**src/rtl/mul_pipe_pkg.sv**
```systemverilog
// -----------------------------------------------------------------------------
// mul_pipe_pkg
// Widths, latency and accumulator state encoding shared by the 8-stage
// multiplication pipeline and the dot-product accumulator behind it.
// There are no ports. The multiplier and the accumulator both take their
// latency and product width from this package, so the two cannot drift apart.
// -----------------------------------------------------------------------------
package mul_pipe_pkg;

    localparam int MUL_LATENCY    = 8;
    localparam int MUL_OP_WIDTH   = 8;
    localparam int MUL_PROD_WIDTH = 2 * MUL_OP_WIDTH;

    typedef enum logic {
        ACC_IDLE  = 1'b0,
        ACC_ACCUM = 1'b1
    } acc_state_t;

endpackage

```
**src/rtl/mul_pipe_valid_delay.sv**
```systemverilog
// -----------------------------------------------------------------------------
// mul_pipe_valid_delay
// A LATENCY-deep, 2-bit shift register. It carries {valid, last} alongside the
// multiplier so that both flags come out cycle-aligned with `product`.
// The last flag is qualified by valid on entry, so a stray op_last is dropped
// here and never reaches the accumulator.
//
// Ports
//   CLK        rising-edge clock
//   RST        asynchronous active-low clear
//   op_valid   operand valid, in the cycle the operands enter the multiplier
//   op_last    final element of a vector (only meaningful with op_valid)
//   p_valid    op_valid delayed by LATENCY cycles
//   p_last     (op_last & op_valid) delayed by LATENCY cycles
//   any_valid  a valid element is somewhere in the line, tap included
// -----------------------------------------------------------------------------
module mul_pipe_valid_delay
    import mul_pipe_pkg::*;
#(
    parameter int LATENCY = MUL_LATENCY
)(
    input  logic CLK,
    input  logic RST,
    input  logic op_valid,
    input  logic op_last,
    output logic p_valid,
    output logic p_last,
    output logic any_valid
);

    logic [LATENCY-1:0] vld_sr;
    logic [LATENCY-1:0] lst_sr;

    always_ff @(posedge CLK or negedge RST) begin
        if (!RST) begin
            vld_sr <= '0;
            lst_sr <= '0;
        end else begin
            vld_sr[0] <= op_valid;
            lst_sr[0] <= op_last & op_valid;
            for (int i = 1; i < LATENCY; i++) begin
                vld_sr[i] <= vld_sr[i-1];
                lst_sr[i] <= lst_sr[i-1];
            end
        end
    end

    assign p_valid   = vld_sr[LATENCY-1];
    assign p_last    = lst_sr[LATENCY-1];
    assign any_valid = |vld_sr;

endmodule

```
**src/rtl/mul_pipe_accumulator.sv**
```systemverilog
// -----------------------------------------------------------------------------
// mul_pipe_accumulator
// Dot-product accumulator that sits behind the multiplication pipeline.
// It sums the products of one vector, with saturation, and emits the sum, the
// element count and a sticky overflow flag under a one-cycle acc_valid pulse.
//
//   state     | meaning
//   ----------+------------------------------------------------------------
//   ACC_IDLE  | no partial sum open; the next valid product starts a vector
//   ACC_ACCUM | partial sum open; valid products add in until p_last
//
// Ports
//   CLK           rising-edge clock
//   RST           asynchronous active-low reset
//   op_valid      operands are being applied to the multiplier this cycle
//   op_last       final element of the vector (qualified by op_valid)
//   product       multiplier output, LATENCY cycles after its operands
//   acc_sum       sum of the last vector, saturating at all-ones
//   acc_count     element count of the last vector, saturating at all-ones
//   acc_overflow  the last vector's sum saturated
//   acc_valid     one-cycle pulse when the result outputs update
//   busy          a partial sum is open, or an element is still in flight
//
// ACC_WIDTH must be at least the product width. The first product is loaded
// by zero-extension and relies on that.
// -----------------------------------------------------------------------------
module mul_pipe_accumulator
    import mul_pipe_pkg::*;
#(
    parameter int LATENCY   = MUL_LATENCY,
    parameter int ACC_WIDTH = 24,
    parameter int CNT_WIDTH = 9
)(
    input  logic                      CLK,
    input  logic                      RST,
    input  logic                      op_valid,
    input  logic                      op_last,
    input  logic [MUL_PROD_WIDTH-1:0] product,
    output logic [ACC_WIDTH-1:0]      acc_sum,
    output logic [CNT_WIDTH-1:0]      acc_count,
    output logic                      acc_overflow,
    output logic                      acc_valid,
    output logic                      busy
);

    logic p_valid;
    logic p_last;
    logic line_busy;

    mul_pipe_valid_delay #(
        .LATENCY (LATENCY)
    ) u_valid_delay (
        .CLK       (CLK),
        .RST       (RST),
        .op_valid  (op_valid),
        .op_last   (op_last),
        .p_valid   (p_valid),
        .p_last    (p_last),
        .any_valid (line_busy)
    );

    acc_state_t           state, state_nxt;
    logic [ACC_WIDTH-1:0] sum, sum_nxt;
    logic [CNT_WIDTH-1:0] cnt, cnt_nxt;
    logic                 ovf, ovf_nxt;
    logic                 emit;
    logic [ACC_WIDTH:0]   sum_add;

    // The extra top bit of sum_add is the carry out of the addition.
    // A carry means the true sum no longer fits, so the result clamps.
    assign sum_add = {1'b0, sum} + (ACC_WIDTH+1)'(product);

    always_comb begin
        state_nxt = state;
        sum_nxt   = sum;
        cnt_nxt   = cnt;
        ovf_nxt   = ovf;
        emit      = 1'b0;
        if (p_valid) begin
            case (state)
                ACC_IDLE: begin
                    sum_nxt = ACC_WIDTH'(product);
                    cnt_nxt = CNT_WIDTH'(1);
                    ovf_nxt = 1'b0;
                end
                ACC_ACCUM: begin
                    if (sum_add[ACC_WIDTH]) begin
                        sum_nxt = '1;
                        ovf_nxt = 1'b1;
                    end else begin
                        sum_nxt = sum_add[ACC_WIDTH-1:0];
                    end
                    if (cnt != '1) begin
                        cnt_nxt = cnt + CNT_WIDTH'(1);
                    end
                end
                default: begin
                    sum_nxt = ACC_WIDTH'(product);
                    cnt_nxt = CNT_WIDTH'(1);
                    ovf_nxt = 1'b0;
                end
            endcase
            if (p_last) begin
                emit      = 1'b1;
                state_nxt = ACC_IDLE;
            end else begin
                state_nxt = ACC_ACCUM;
            end
        end
    end

    always_ff @(posedge CLK or negedge RST) begin
        if (!RST) begin
            state        <= ACC_IDLE;
            sum          <= '0;
            cnt          <= '0;
            ovf          <= 1'b0;
            acc_sum      <= '0;
            acc_count    <= '0;
            acc_overflow <= 1'b0;
            acc_valid    <= 1'b0;
        end else begin
            state     <= state_nxt;
            sum       <= sum_nxt;
            cnt       <= cnt_nxt;
            ovf       <= ovf_nxt;
            acc_valid <= emit;
            if (emit) begin
                acc_sum      <= sum_nxt;
                acc_count    <= cnt_nxt;
                acc_overflow <= ovf_nxt;
            end
        end
    end

    assign busy = (state == ACC_ACCUM) || line_busy;

endmodule

```
**config.mk**
```make
export PLATFORM = sky130hd
export DESIGN_NAME = mul_pipe_accumulator
export DESIGN_NICKNAME = d
export VERILOG_FILES = /design/src/rtl/mul_pipe_pkg.sv /design/src/rtl/mul_pipe_valid_delay.sv /design/src/rtl/mul_pipe_accumulator.sv
export SDC_FILE = /design/constraint.sdc
export NUM_CORES = 1
export LEC_CHECK = 0
export CAP_MARGIN = 20
export CORE_ASPECT_RATIO = 1.75
export CORE_MARGIN = 1.5
export CORE_UTILIZATION = 25
export DETAILED_ROUTE_END_ITERATION = 8
export GPL_ROUTABILITY_DRIVEN = 0
export PLACE_DENSITY = 0.47
export SLEW_MARGIN = 5
export SYNTH_ARGS = -nofsm -noshare
export SYNTH_HDL_FRONTEND = slang
export SYNTH_SLANG_ARGS = --single-unit
export TNS_END_PERCENT = 30
```
**constraint.sdc**
```tcl
create_clock -name CLK -period 4.3 [get_ports CLK]
set_clock_uncertainty 0.1 [all_clocks]
set_input_delay 0.86 -clock CLK [delete_from_list [all_inputs] [get_ports CLK]]
set_output_delay 0.86 -clock CLK [all_outputs]
set_load 0.05 [all_outputs]
```
==> summary.md, run 1 <==
| Metric | Value |
|---|---|
| Seq/Total Area, Yosys | 48.04% |
| Cell count after placement | roughly 730 |
| Setup crit end kind | flop |
| Total Routing Usage GR | approximately 14% |
| Sequential cell area | 2152 µm² |
| Hold_ws | between 0.2 and 0.3 ns |
| Outcome | completed |
| Pleak | 2.394 nW |
| Vias in the first global route | ~4000 |
| RSZ-0062 raised after global routing | false |
| Clock tree from TritonCTS | done |
| Fin. Hold Viols | 0 |
| Initial antenna violation count | 0 |
| First drt pass iteration count | 4 |
| Max_cap viols | 0 |
| Final ANT Viol Nets | 0 |
| Top cell type's share of synthesized area | 48.04% |
| Clock transition at the registers of the reported paths | roughly 0.070 ns |
| Yosys top cell by area | dfrtp_1 |
| Internal power | about 2.2 mW |
| Worst slew pin tran | approximately 0.96 ns |
| Largest cells by area after synthesis | dfrtp_1 (48%), a21oi_1 (4.8%), ha_1 (4.7%), o21ai_0 (4.4%), nand2_1 (4.2%) |
| Mean Syn Cell Area | just under 10 µm² |
| CTS Buf Count | 9 |
| First-pass GRT wire length | 20.01 mm |
| VDD IR max | between 0.3 and 0.4 mV |
| Cts hold-fix bufs | 0 |
| Multi-input gate area | roughly 2200 µm² |
| Hold Startpoint | u_valid_delay.lst_sr[4] |
| First DRT Iteration DRCs | about 170 |
| Most frequent cells in the layout | dfrtp_1 (86), clkdlybuf4s50_1 (54), nand2_1 (50) |
| ANT cells | 0 |
| Critical path class | input pin to flop |
| Starting Density | 25.54% |
| Post-Syn Nets | approximately 500 |
| Via count | roughly 3700 |
| R2r startpoint | sum[0] |
| Max Slew Vio Count | 0 |
| Slowest cell on the critical path | clkdlybuf4s50_1 |
| Clock buffer depth | 2 |
| Fin cells | between 700 and 800 |
| CP arrival | slightly below 4 ns |
| Clock power frac | about a fifth |
| Filler cell count | around 1800 |
| Synth warn | 0 |
| Synth cell types | 56 |
| Switching Share | a little over two fifths |
| Max Freq | 0.2729 GHz |
| Number of H-tree levels | 3 |
| Slowest stage delay, CP | between 0.4 and 0.5 ns |
| CP Launch Point | product[0] |
| Die H | ~180 µm |
| Crit share post-route | between 80% and 90% |
| Reg power frac | between 30% and 40% |
| Worst hold path class | flop to flop |
| Post-synthesis instance area | around 4500 µm² |
| Part of the power in combinational logic | 47.7% |
| Largest net degree at the start of global routing | between 70 and 80 |
| Die Area | approximately 19000 µm² |
| Root Driver | clkbuf_16 |
| FFs w/ async S/R, synth | 100.0% |
| Final worst setup slack | ~0.64 ns |
| Seq cells post-synth | 86 |
| Sink Count | 86 |
| Pwr dens | 678.7 nW/µm² |
| CP Launch Type | input pin |
| Minimum clock period after layout | 3.664 ns |
| PortBufs | between 50 and 60 |
| Row Count | 64 |
| GRT overflow | 0 |
| WL final | between 10 and 15 mm |
| Peak fanout along the critical path | 15 |
| DRC viols | 0 |
| Relative slew slack | between 30% and 40% |
| WL/cell | 16.24 µm |
| Number of flops mapped to enable cells by yosys | 0 |
| Vias per cell | 4.900 |
| Setup tns final | 0 ns |
| Final Power | between 3 and 4 mW |
| Ys flop type | dfrtp_1 |
| Setup violators final | 0 |
| Synth Instances | approximately 460 |
| Core box area | 17540 µm² |
| Switching Power | 1.585 mW |
| Share of layout cells above drive strength 1 | under 10% |
| Crit-path cells | clkdlybuf4s50_1 -> ha_1 -> inv_1 -> fa_1 -> nand2b_1 -> a211oi_2 -> o32ai_2 -> o31ai_4 -> nand3_4 -> a41oi_1 -> mux2_2 |
| Postcts setup bufs | 0 |
| Pre-CTS setup slack | about 0.26 ns |
| Commonest non-fill, non-tap cell in the layout | dfrtp_1 |
| Clock Latency Late Sink | about 0.35 ns |
| Die X | between 100 and 150 µm |
| Area grow syn2layout | 24.36% |
| Nets | 550 |
| Placed wire-length estimate | 8.615 mm |
| I/O Pins | 56 |
| CP required | 4.49 ns |
| Post_cts resized | 0 |
==> metal layers <==
layer	vias up	wire [µm]	global-route usage [%]
met5	-	0	0
met3	18	390	2.568
met2	79	6429	24.93
met4	0	263	5.889
li1	1767	-	-
met1	1801	5065	15.16
==> registers in the layout, indices dropped and copies added (netlist names) <==
signal and cells:
u_valid_delay.vld_sr 8, acc_sum 24, sum 24, state 1, cnt 9, acc_valid 1
u_valid_delay.lst_sr 8, ovf 1, acc_overflow 1, acc_count 9
==> final cells by class <==
class	instances	share of cell area, %
clock buffer	11	4.358
clock inverter	5	1.011
tap	231	5.189
multi-input combinational	341	39.35
sequential	86	38.63
timing repair buffer	60	10.51
inverter	14	0.9434
==> power by group through the flow <==
stage	sequential [mW]	combinational, mW	clock, mW
finish	1.18	1.80	0.793
floorplan	1.50	0.983	0
CTS	1.19	1.82	0.817
global placement	1.20	1.79	0
detailed placement	1.20	1.80	0
global route	1.22	1.97	0.850
==> metrics by stage <==
stage,instance area [µm²],utilization (%)
2_1_floorplan,4479,-
3_3_place_gp,5271,30.06
3_5_place_dp,5271,30.06
4_1_cts,5570,31.76
5_1_grt,5570,31.76
6_report,5570,31.76
==> cells by family after synthesis <==
kind of cell | count (synthesis) | share of synthesized area, %
compound gates | 150 | 21.37
fa+ha+maj | 18 | 5.195
xor+xnor | 16 | 3.128
flops | 86 | 48.04
buf+inv | 34 | 3.017
mux | 17 | 4.246
simple gates | 140 | 15.00
==> cell usage after synthesis, drive strengths merged, types with 2 or more instances <==
master / instances
dfrtp: 86
a21o: 13
nand2: 50
o31a: 3
clkbuf: 16
ha: 17
inv: 14
o2bb2ai: 2
a31oi: 15
and2: 4
nor3: 4
or3: 6
nand3: 14
o31ai: 2
nor3b: 2
o22ai: 2
xor2: 6
nand4: 3
o21bai: 2
and3: 9
a211oi: 7
a21oi: 43
buf: 4
xnor2: 10
o21ai: 42
a41o: 3
a22oi: 3
a2111oi: 2
nand2b: 7
mux2: 16
nor2: 37
==> worst max-delay path, delay by kind of cell <==
family / cells / cell delay [ns]
AO/OA/AOI/OAI: 4 / 1.16
adder cells (fa/ha/maj): 2 / 0.58
buffers and inverters: 2 / 0.54
multiplexers: 1 / 0.19
AND/OR/NAND/NOR: 2 / 0.50
==> worst paths after layout <==
path                                           end  slack [ns]  cells after the start
max                                        sum[10]        0.64                     11
min                        u_valid_delay.lst_sr[5]        0.25                      0
min in group asynchronous                   sum[0]        0.57                      1
max in group asynchronous               acc_sum[3]        2.76                      2
max reg2reg                                sum[10]        1.30                     10
min reg2reg                u_valid_delay.lst_sr[5]        0.25                      0
Power figures use the tool's default switching activity.
==> run 2: changes to the inputs <==
==> constraint.sdc (replaced) <==
create_clock -name CLK -period 3.9 [get_ports CLK]
set_clock_uncertainty 0.1 [all_clocks]
set_input_delay 0.78 -clock CLK [delete_from_list [all_inputs] [get_ports CLK]]
set_output_delay 0.78 -clock CLK [all_outputs]
set_load 0.05 [all_outputs]
==> summary.md, run 2 (same netlist as run 1, synthesis figures left out) <==
| Metric | Value |
|---|---|
| Starting Density | about a quarter |
| Pwr dens | about 750 nW/µm² |
| Reg2reg path depth | 10 |
| WL/cell | between 15 and 20 µm |
| Post_cts resized | 0 |
| I/O Pins | 56 |
| Peak fanout along the critical path | 9 |
| CP Depth | 11 |
| Setup crit end kind | flop |
| Max Freq | around 0.29 GHz |
| Slowest stage delay, CP | roughly 0.48 ns |
| Worst reg2reg setup slack | 0.97 ns |
| Slowest cell on the critical path | clkdlybuf4s50_1 |
| Final worst setup slack | approximately 0.4 ns |
| Worst slew pin tran | 0.9413 ns |
| Clock buffer depth | 2 |
| Max_cap viols | 0 |
| Die Area | between 15000 and 20000 µm² |
| Outcome | completed |
| Total Routing Usage GR | between 10 and 15% |
| Postcts setup bufs | 0 |
| CP required | ~4.1 ns |
| Via count | ~3600 |
| Clock tree from TritonCTS | done |
| WL final | 12.19 mm |
| VDD IR max | between 0.3 and 0.4 mV |
| Number of H-tree levels | 3 |
| ANT cells | 0 |
| Most frequent cells in the layout | dfrtp_1 (86), clkdlybuf4s50_1 (54), nand2_1 (50) |
| Largest net degree at the start of global routing | 40 |
| Commonest non-fill, non-tap cell in the layout | dfrtp_1 |
| Root Driver | clkbuf_16 |
| Area grow syn2layout | 24.80% |
| Setup violators final | 0 |
| GRT overflow | 0 |
| DRC viols | 0 |
| Pre-CTS setup slack | 0.03129 ns |
| Row Count | 64 |
| Worst hold path class | input pin to async pin |
| Crit share post-route | about nine tenths |
| Minimum clock period after layout | about 3.5 ns |
| Crit-path cells | clkdlybuf4s50_1 -> ha_1 -> inv_1 -> fa_1 -> nand2b_1 -> a211oi_2 -> o32ai_2 -> o31a_1 -> nor3_4 -> a21oi_1 -> o21ai_0 |
| Die H | about 180 µm |
| Fin. Hold Viols | 0 |
| Switching Share | between 40% and 50% |
| R2r startpoint | sum[0] |
| Pleak | 2.413 nW |
| First drt pass iteration count | 4 |
| Top flop regs | acc_sum (24), sum (24) |
| Critical path class | input pin to flop |
| Placed wire-length estimate | about 8.8 mm |
| Sink Count | 86 |
| PortBufs | 55 |
| Internal power | 2.419 mW |
| Relative slew slack | 37.01% |
| R2R Path End | acc_sum[13] |
| Die X | 104.2 µm |
| Setup tns final | 0 ns |
| CP arrival | 3.65 ns |
| Clock Latency Late Sink | 0.35 ns |
| Vias in the first global route | 3842 |
| Final Power | around 4.2 mW |
| Clock transition at the registers of the reported paths | 0.06 ns |
| Share of layout cells above drive strength 1 | approximately a tenth |
| First-pass GRT wire length | about 20 mm |
| Setup crit end | acc_sum[13] |
| Core box area | around 18000 µm² |
| CTS Buf Count | 9 |
| Cts hold-fix bufs | 0 |
| Buffer and inverter count on the worst path | 2 |
| Clock power frac | 20.9% |
| Vias per cell | around 4.8 |
| First DRT Iteration DRCs | ~160 |
| CP Launch Type | input pin |
| Switching Power | 1.754 mW |
| Initial antenna violation count | 0 |
| CP Launch Point | product[0] |
| Part of the power in combinational logic | a little under half |
| RSZ-0062 raised after global routing | false |
| Nets | 553 |
| Critical path's top delay family | compound AO/OA/AOI/OAI gates |
| Reg power frac | between 30% and 40% |
| Max Slew Vio Count | 0 |
| Final ANT Viol Nets | 0 |
## run 2: changes by cell type in the layout (fill, tap and decap cells not counted), sizes merged
cell      change
clkinv        +1
clkinvlp      -1
inv           +2
buf           +3
clkbuf        -2
## run 2: worst reg2reg max path: stages, from the launching register on
cell and delay [ns]:
dfrtp_1 0.35, ha_1 0.18, inv_1 0.06, fa_1 0.40, nand2b_1 0.22, a211oi_2 0.28
o32ai_2 0.19, o31a_1 0.36, nor3_4 0.42, a21oi_1 0.10, o21ai_0 0.20
## run 2: routing by layer
| metal | wire (µm) | track usage [%] | share of wire, % |
|---|---|---|---|
| met2 | 6481 | 25.06 | 53 |
| met3 | 343 | 2.387 | 2.8 |
| met5 | 0 | 0 | 0 |
| met1 | 5057 | 15.29 | 41 |
| met4 | 303 | 5.667 | 2.5 |
## run 2: worst min-delay path by stage
stage	from	to	slack [ns]	cells past startpoint
2_1_floorplan	u_valid_delay.lst_sr[0]	u_valid_delay.lst_sr[1]	0.23	0
3_3_place_gp	u_valid_delay.lst_sr[2]	u_valid_delay.lst_sr[3]	0.24	0
3_5_place_dp	u_valid_delay.lst_sr[3]	u_valid_delay.lst_sr[4]	0.24	0
4_1_cts	u_valid_delay.lst_sr[3]	u_valid_delay.lst_sr[4]	0.25	0
5_1_grt	u_valid_delay.lst_sr[1]	u_valid_delay.lst_sr[2]	0.26	0
6_report	RST	acc_sum[17]	0.25	1
## run 2: power by group through the flow
stage	Clock, mW	Combinational [mW]	Sequential, mW
finish	0.871	2.00	1.30
global route	0.941	2.17	1.34
CTS	0.898	2.01	1.31
detailed placement	0	2.00	1.32
floorplan	0	1.08	1.66
global placement	0	1.98	1.32
## run 2: cell type report
type                            instances  area [µm²]
Fill cell                            1809       11950
Multi-Input combinational cell        341        2192
Sequential cell                        86        2152
Timing Repair Buffer                   63       608.1
Tap cell                              231       289.0
Clock buffer                            9       225.2
Clock inverter                          7       71.32
Inverter                               14       52.55
## run 2: per-stage QoR
stage	hold slack (ns)	std cells	utilization (%)	area (µm²)
3_5_place_dp	0.2379	735	30.19	5294
2_1_floorplan	0.2312	461	-	4479
5_1_grt	0.2567	751	31.88	5590
4_1_cts	0.2533	751	31.88	5590
3_3_place_gp	0.2355	735	30.19	5294
6_report	0.2495	751	31.88	5590
==> run 3: changes to the inputs <==
--- a/config.mk
+++ b/config.mk
@@ -8,11 +8,10 @@
 export CAP_MARGIN = 20
 export CORE_ASPECT_RATIO = 1.75
 export CORE_MARGIN = 1.5
-export CORE_UTILIZATION = 25
+export CORE_UTILIZATION = 31
 export DETAILED_ROUTE_END_ITERATION = 8
 export GPL_ROUTABILITY_DRIVEN = 0
-export PLACE_DENSITY = 0.47
-export SLEW_MARGIN = 5
+export PLACE_DENSITY = 0.55
 export SYNTH_ARGS = -nofsm -noshare
 export SYNTH_HDL_FRONTEND = slang
 export SYNTH_SLANG_ARGS = --single-unit
==> summary.md, run 3 (same netlist as run 1, synthesis figures left out) <==
| Metric | Value |
|---|---|
| Outcome | completed |
| Sequential cell area | 2152 µm² |
| Peak fanout along the critical path | 9 |
| Relative slew slack | between 30% and 40% |
| Switching Share | a little over two fifths |
| VDD IR max | 0.3387 mV |
| CP arrival | between 3 and 4 ns |
| Setup tns final | 0 ns |
| Routed wl met3 | between 400 and 500 µm |
| Total Routing Usage GR | approximately 17% |
| Filler cell count | 1486 |
| Internal power | 2.365 mW |
| Setup violators final | 0 |
| Starting Density | between 30% and 40% |
| CP Launch Type | input pin |
| WL final | about 12 mm |
| Fin. Hold Viols | 0 |
| Most frequent cells in the layout | dfrtp_1 (86), clkdlybuf4s50_1 (54), nand2_1 (50) |
| First DRT Iteration DRCs | about 190 |
| Root Driver | clkbuf_16 |
| First drt pass iteration count | 4 |
| Slowest cell on the critical path | clkdlybuf4s50_1 |
| Slowest stage delay, CP | approximately 0.48 ns |
| Postcts setup bufs | 0 |
| Clock Latency Late Sink | between 0.3 and 0.4 ns |
| Row Count | between 50 and 60 |
| Switching Power | between 1.5 and 2 mW |
| Largest net degree at the start of global routing | between 60 and 70 |
| Sink Count | 86 |
| GRT overflow | 0 |
| Commonest non-fill, non-tap cell in the layout | dfrtp_1 |
| ANT cells | 0 |
| Part of the power in combinational logic | 48.0% |
| Post_cts resized | 0 |
| Minimum clock period after layout | about 3.5 ns |
| Die X | ~94 µm |
| Top flop regs | acc_sum (24), sum (24) |
| Clock transition at the registers of the reported paths | ~0.07 ns |
| Multi-input gate area | around 2200 µm² |
| Clock power frac | between 20% and 30% |
| DRT met1 WL | ~4.7 mm |
| Cell count after placement | a little under 700 |
| Area grow syn2layout | 23.24% |
| Pleak | 2.403 nW |
| Pwr dens | around 750 nW/µm² |
| Clock tree from TritonCTS | done |
| Clock buffer depth | 2 |
| Setup crit end kind | flop |
| Top routing layer in use | met4 |
| Vias per cell | between 5 and 6 |
| Via count | about 3700 |
| Reg power frac | 31.6% |
| Cts hold-fix bufs | 0 |
| Number of H-tree levels | 3 |
| Initial antenna violation count | 0 |
| Nets | between 500 and 600 |
| Max_cap viols | 0 |
| Max Slew Vio Count | 0 |
| Wire length on met2 | roughly 6.4 mm |
| PortBufs | 55 |
| Critical path class | input pin to flop |
| Critical path's top delay family | compound AO/OA/AOI/OAI gates |
| Crit share post-route | between 80% and 90% |
| DRC viols | 0 |
| RSZ-0062 raised after global routing | false |
| Vias in the first global route | ~3900 |
| WL/cell | about 17 µm |
| Max Freq | 0.2861 GHz |
| Core box area | 14220 µm² |
| Worst slew pin tran | between 0.9 and 1 ns |
| Crit-path cells | clkdlybuf4s50_1 -> ha_1 -> inv_1 -> fa_1 -> nand2b_1 -> a211oi_2 -> o32ai_2 -> o31a_1 -> nor3_4 -> o21ai_0 -> a21oi_1 |
| Worst hold path class | flop to flop |
| Placed wire-length estimate | 8.541 mm |
| Final ANT Viol Nets | 0 |
| Worst reg2reg setup slack | around 0.96 ns |
| I/O Pins | 56 |
| First-pass GRT wire length | 19.36 mm |
| CTS Buf Count | 9 |
| Die H | 162.0 µm |
| CP required | just over 4 ns |
| Die Area | about 15000 µm² |
| Fin cells | 700 |
| Buffer and inverter count on the worst path | 2 |
| Share of layout cells above drive strength 1 | approximately a tenth |
[run 3: changes by cell type in the layout (fill, tap and decap cells not counted), sizes merged]
cell,previous run,this run
bufinv,1,0
clkinv,3,2
clkinvlp,0,1
inv,17,18
[run 3: layout make-up]
type | count | share of cell area [%]
tap | 180 | 4.080
sequential | 86 | 38.98
multi-input combinational | 341 | 39.71
clock inverter | 7 | 1.179
clock buffer | 9 | 4.080
inverter | 14 | 0.9519
timing repair buffer | 63 | 11.02
[run 3: worst paths after layout]
| path | from | endpoint | cells past startpoint |
|---|---|---|---|
| setup / recovery | product[0] | sum[19] | 11 |
| min in group asynchronous | RST | acc_valid | 1 |
| hold / removal | u_valid_delay.lst_sr[1] | u_valid_delay.lst_sr[2] | 0 |
| max in group asynchronous | RST | sum[4] | 2 |
| setup reg to reg | sum[0] | sum[19] | 10 |
| hold reg to reg | u_valid_delay.lst_sr[1] | u_valid_delay.lst_sr[2] | 0 |
[run 3: stage by stage]
step           area [µm²]  power, mW  worst slack (ns)  util, %  hold WS, ns
2_1_floorplan        4479      2.743            0.8456        -       0.2312
3_3_place_gp         5230      3.282            0.1314    36.77       0.2382
3_5_place_dp         5230      3.319           0.07692    36.77       0.2347
4_1_cts              5520      4.186            0.4202    38.81       0.2513
5_1_grt              5520      4.422            0.2190    38.81       0.2595
6_report             5520      4.151            0.4050    38.81       0.2490
[run 3: worst register-to-register path, delay by kind of cell, from the launching register on]
family | cells | cell delay, ns
AND/OR/NAND/NOR | 2 | 0.61
buffers and inverters | 1 | 0.06
flip-flops | 1 | 0.36
adder cells (fa/ha/maj) | 2 | 0.55
AO/OA/AOI/OAI | 5 | 1.18
[run 3: layer usage]
layer | vias to the layer above | global-route usage [%]
li1 | 1766 | -
met1 | 1838 | 19.42
met2 | 82 | 29.22
met3 | 19 | 2.528
met4 | 0 | 7.463
met5 | - | 0
[run 3: power by group through the flow]
stage          logic [mW]  clock network [mW]  registers (mW)
2_1_floorplan        1.08                   0            1.66
3_3_place_gp         1.96                   0            1.32
3_5_place_dp         1.99                   0            1.33
4_1_cts              2.00               0.871            1.31
5_1_grt              2.17               0.904            1.35
6_report             1.99               0.846            1.31
